**config.mk**
```make
export PLATFORM = sky130hd
export DESIGN_NAME = axum_ctx_sched
export DESIGN_NICKNAME = d
export VERILOG_FILES = /design/src/rtl/axum_ctx_sched.sv
export SDC_FILE = /design/constraint.sdc
export NUM_CORES = 1
export LEC_CHECK = 0
export CAP_MARGIN = 20
export CORE_MARGIN = 4
export CORE_UTILIZATION = 43
export CTS_BUF_LIST = sky130_fd_sc_hd__clkbuf_16
export DETAILED_ROUTE_END_ITERATION = 8
export PLACE_DENSITY = 0.69
export RECOVER_POWER = 25
export SLEW_MARGIN = 5
export SYNTH_ARGS = -nofsm -noshare
export SYNTH_HDL_FRONTEND = slang
export SYNTH_SLANG_ARGS = --single-unit
```
**constraint.sdc**
```tcl
create_clock -name clk_i -period 3.15 [get_ports clk_i]
set_input_delay 0.63 -clock clk_i [delete_from_list [all_inputs] [get_ports clk_i]]
set_output_delay 0.63 -clock clk_i [all_outputs]
set_load 0.01 [all_outputs]
```
**src/rtl/axum_ctx_sched.sv**
```systemverilog
// Context scheduler: drains the core via halt handshake, picks next ready context round-robin, updates the register-context select.
// Optional time-slice preemption is enabled by defining AXUM_CTX_PREEMPT_EN.
module axum_ctx_sched #(
    parameter int unsigned NrCtx         = 4,
    parameter int unsigned QuantumCycles = 1024
) (
    input  logic                     clk_i,
    input  logic                     rst_ni,
    input  logic [NrCtx-1:0]         ctx_wake_i,
    input  logic [NrCtx-1:0]         ctx_en_i,
    input  logic                     ctx_yield_i,
    input  logic                     ctx_sleep_i,
    output logic                     halt_req_o,
    input  logic                     halt_ack_i,
    output logic [$clog2(NrCtx)-1:0] ctx_sel_o,
    output logic                     switch_done_o,
    output logic                     busy_o,
    output logic [NrCtx-1:0]         ready_o
);

    localparam int unsigned CtxW = $clog2(NrCtx);

    typedef enum logic [1:0] {
        S_RUN    = 2'd0,
        S_DRAIN  = 2'd1,
        S_SWITCH = 2'd2,
        S_RESUME = 2'd3
    } state_e;

    state_e            state_q, state_d;
    logic [NrCtx-1:0]  ready_q, ready_d;
    logic [CtxW-1:0]   next_q, next_d;
    logic              requeue_q, requeue_d;
    logic [CtxW-1:0]   sel_q, sel_d;
    logic              halt_q, halt_d;
    logic              done_q, done_d;
    logic              busy_q, busy_d;

    logic [NrCtx-1:0]  cand;
    logic [CtxW-1:0]   winner;
    logic [CtxW-1:0]   idx;
    logic              found;
    logic              has_cand;
    logic              preempt;
    logic              req;

`ifdef AXUM_CTX_PREEMPT_EN
    logic [15:0] quantum_q;

    // Counter saturates at the quantum limit so preemption stays pending until a candidate exists.
    assign preempt = (state_q == S_RUN) && (quantum_q == 16'(QuantumCycles - 1));

    always_ff @(posedge clk_i or negedge rst_ni) begin
        if (!rst_ni) begin
            quantum_q <= '0;
        end else if (state_q == S_RESUME) begin
            quantum_q <= '0;
        end else if ((state_q == S_RUN) && !preempt) begin
            quantum_q <= quantum_q + 16'd1;
        end
    end
`else
    assign preempt = 1'b0;
`endif

    assign req = ctx_yield_i | ctx_sleep_i | preempt;

    // Round-robin search starting just above the running context.
    always_comb begin
        cand        = ready_q & ctx_en_i;
        cand[sel_q] = 1'b0;
        winner      = sel_q;
        idx         = '0;
        found       = 1'b0;
        for (int unsigned i = 1; i < NrCtx; i++) begin
            idx = CtxW'(sel_q + CtxW'(i));
            if (!found && cand[idx]) begin
                winner = idx;
                found  = 1'b1;
            end
        end
        has_cand = found;
    end

    always_ff @(posedge clk_i or negedge rst_ni) begin
        if (!rst_ni) begin
            state_q   <= S_RUN;
            ready_q   <= '0;
            next_q    <= '0;
            requeue_q <= 1'b0;
            sel_q     <= '0;
            halt_q    <= 1'b0;
            done_q    <= 1'b0;
            busy_q    <= 1'b0;
        end else begin
            state_q   <= state_d;
            ready_q   <= ready_d;
            next_q    <= next_d;
            requeue_q <= requeue_d;
            sel_q     <= sel_d;
            halt_q    <= halt_d;
            done_q    <= done_d;
            busy_q    <= busy_d;
        end
    end

    always_comb begin
        state_d = state_q;
        case (state_q)
            S_RUN:    if (req && has_cand) state_d = S_DRAIN;
            S_DRAIN:  if (halt_ack_i) state_d = S_SWITCH;
            S_SWITCH: state_d = S_RESUME;
            S_RESUME: state_d = S_RUN;
            default:  state_d = S_RUN;
        endcase
    end

    always_comb begin
        ready_d   = ready_q | ctx_wake_i;
        next_d    = next_q;
        requeue_d = requeue_q;
        sel_d     = sel_q;
        halt_d    = halt_q;
        done_d    = 1'b0;
        busy_d    = (state_d != S_RUN);
        case (state_q)
            S_RUN: begin
                // The running context cannot be woken.
                ready_d[sel_q] = ready_q[sel_q];
                if (req && has_cand) begin
                    next_d    = winner;
                    requeue_d = ~ctx_sleep_i & (ctx_yield_i | preempt);
                    halt_d    = 1'b1;
                end
            end
            S_SWITCH: begin
                sel_d           = next_q;
                ready_d[next_q] = 1'b0;
                if (requeue_q) ready_d[sel_q] = 1'b1;
            end
            S_RESUME: begin
                halt_d = 1'b0;
                done_d = 1'b1;
            end
            default: ;
        endcase
    end

    assign halt_req_o    = halt_q;
    assign ctx_sel_o     = sel_q;
    assign switch_done_o = done_q;
    assign busy_o        = busy_q;
    assign ready_o       = ready_q;

endmodule
```
==> results.yml <==
routing:
  drtIter0Drc: 28
  routedWlPerCell_um: 16.83
  firstDrtPassIters: 4
  dr_total_vias: 954
  drc_errors: 0
  vias_per_cell: 6.076
  ant_nets: 0
  drt_wl_total_mm: 2.643
synthesis:
  synth.avg_cell_area_sq_um: 9.430
  synth_cell_types: 40
  synth_nets: 125
  async_flop_share: 1.000
  synth_warnings: 0
  synth-edff-count: 0
  synth_ff_type: "dfrtp_1"
  syn-cell-area_sq_um: 1018
  synth_cells: 108
  synth_seq_area_share: 0.3440
  ys_ff_latch: 14
power_and_ir_drop:
  power_per_cell_area_nw_per_um2: 1056
  p_leak_nw: 0.5420
  ir_worst_vdd_mv: 0.6376
critical_path:
  r2r-start: "ctx_sel_o[1]"
  start_kind: "register"
  path_max_fanout: 13
  endpoint_kind: "register"
  crit_type: "reg -> reg"
  crit_arrival_ps: 2640
  worstPathRequired_ps: 3280
  cp-startpoint: "ctx_sel_o[1]"
die:
  die_area_sq_um: 3211
  core_sq_um: 2233
  rows: 17
  dieHeight_um: 56.67
  initial_core_util: 0.4560
  io_pins: 22
  die_w_um: 56.67
min_path:
  hp-start: "halt_req_o"
  hp-class: "reg -> reg"
clocking:
  cts.sinks: 14
  cts_hold_buf: 0
  htree_num_levels: 1
  clk_pin_slew_worst_paths_ps: 50
  clock_latency_ps: 240
  cts_tree: "built"
  cts-root-buf: "clkbuf_16"
  cts_buffer_depth: 2
  cts_buffers: 3
  ctsResizeCount: 0
  post_cts_buffers: 0
timing:
  fin_setup_tns_ps: 0
  finalHoldViolCount: 0
  fin_crit_sh: 0.7956
  final-setup-viol-count: 0
  rsz0062_at_grt: "no"
  clock_skew_ps: 5.943
  post-route-min-period_ps: 2506
  fmax_mhz: 399.0
  worst_pin_slew_ps: 637.1
  slew-limit-headroom: 0.5739
  drv_slew: 0
layout:
  seq_area_sq_um: 350.3
  fillers: 202
  diodes: 0
  utilization: 0.5944
  stdcell_count: 157
  multi_input_area_sq_um: 626.9
  drive_above_1_share: 0.06202
  nets: 147
  syn_to_final_growth_pct: 30.34
place:
  place_congestion: 0.8268
  io_buffers: 21
  dp.cells: 153
  dp_hpwl_mm: 1.962
outcome:
  status: "finished, final reports clean"
global_route:
  grt_antenna_before_repair: 0
  overflow: 0
  grt_start_max_net_pins: 15
  grt_pass1_vias: 868
  track_usage: 0.1750
  grt_pass1_wl_mm: 4.450
run:
  maxCapViolCount: 0
## flip-flops by register name (all words and copies together) (netlist names)
register       count
ready_o            4
ctx_sel_o          2
next_q             2
state_q            2
busy_o             1
halt_req_o         1
requeue_q          1
switch_done_o      1
## metal layers
metal	global-route usage	up-vias	part of all wire
met4	0.02034	0	0
li1	-	453	-
met3	0.05747	0	0.076
met1	0.2468	460	0.46
met2	0.2673	41	0.47
met5	0	-	0
## cell type report
type / instances / share of cell area
flip-flops and latches: 14 / 0.2639
inverters: 5 / 0.01414
clock inverters: 1 / 0.002828
repair buffers: 22 / 0.1640
clock buffers: 3 / 0.05655
multi-input cells: 84 / 0.4722
well taps: 28 / 0.02639
## cells by family after synthesis
family	synth area share
AO/OA/AOI/OAI	0.2334
adder cells (fa/ha/maj)	0.04914
buffers and inverters	0.04054
flip-flops	0.3440
multiplexers	0.07863
AND/OR/NAND/NOR	0.2543
## layout by cell type (no fill, tap or decap), types with 2 or more instances in the layout
cell	netlist	final
clkdlybuf4s50_1	0	20
dfrtp_1	14	14
nand2_1	10	10
nor2_1	9	9
a21oi_1	7	7
o21ai_0	6	6
inv_1	5	5
nand3b_1	5	5
ha_1	4	4
nand4b_1	3	3
clkbuf_16	0	3
o21a_1	2	2
and3b_1	2	2
a21boi_0	2	2
nand3_1	2	2
mux2i_1	2	2
a22o_1	2	2
nand2b_1	2	2
and2_0	1	2
o22ai_1	2	2
nor4bb_1	2	2
a311oi_1	2	2
a41oi_1	2	2
## worst paths after layout
| path | to | slack, ps | cells after the start |
|---|---|---|---|
| max in group asynchronous | ready_o[2] | 1880 | 1 |
| min in group asynchronous | ready_o[0] | 850 | 1 |
| min reg2reg | halt_req_o | 530 | 2 |
| max | next_q[1] | 640 | 7 |
| max reg2reg | next_q[1] | 640 | 7 |
| min | halt_req_o | 530 | 2 |
## stage by stage
step	hold WS [ps]	setup slack [ps]	cell area, sq um	power, mW
finish	534.4	643.7	1328	1.402
global route	569.0	488.3	1328	1.506
CTS	543.1	692.0	1328	1.398
detailed placement	536.5	641.4	1249	1.148
global placement	542.3	646.6	1249	1.138
floorplan	334.4	909.4	1018	0.9065
## synth_stat cells (2+ instances only)
cell | number | area, sq um
a21boi_0 | 2 | 15.01
a21oi_1 | 7 | 35.03
a22o_1 | 2 | 17.52
a311oi_1 | 2 | 17.52
a41oi_1 | 2 | 17.52
and3b_1 | 2 | 17.52
buf_2 | 3 | 15.01
clkbuf_1 | 2 | 7.510
dfrtp_1 | 14 | 350.3
ha_1 | 4 | 50.05
inv_1 | 5 | 18.77
mux2i_1 | 2 | 20.02
nand2_1 | 10 | 37.54
nand2b_1 | 2 | 12.51
nand3_1 | 2 | 10.01
nand3b_1 | 5 | 37.54
nand4b_1 | 3 | 26.28
nor2_1 | 9 | 33.78
nor4bb_1 | 2 | 20.02
o21a_1 | 2 | 15.01
o21ai_0 | 6 | 30.03
o22ai_1 | 2 | 12.51
## worst max-delay path, stage by stage, from the launching register on
cell and delay [ps]:
dfrtp_1 570, inv_1 190, ha_1 430, nor4bb_1 460, o32a_1 270, a311oi_1 50
a2bb2oi_1 160, mux2_2 260
## power by group
group	total (mW)	switching [mW]	internal [mW]	leakage (nW)
Clock	0.241	0.0727	0.168	0.0385
Sequential	0.389	0.129	0.261	0.160
Combinational	0.772	0.386	0.385	0.343
Power figures use the tool's default switching activity.
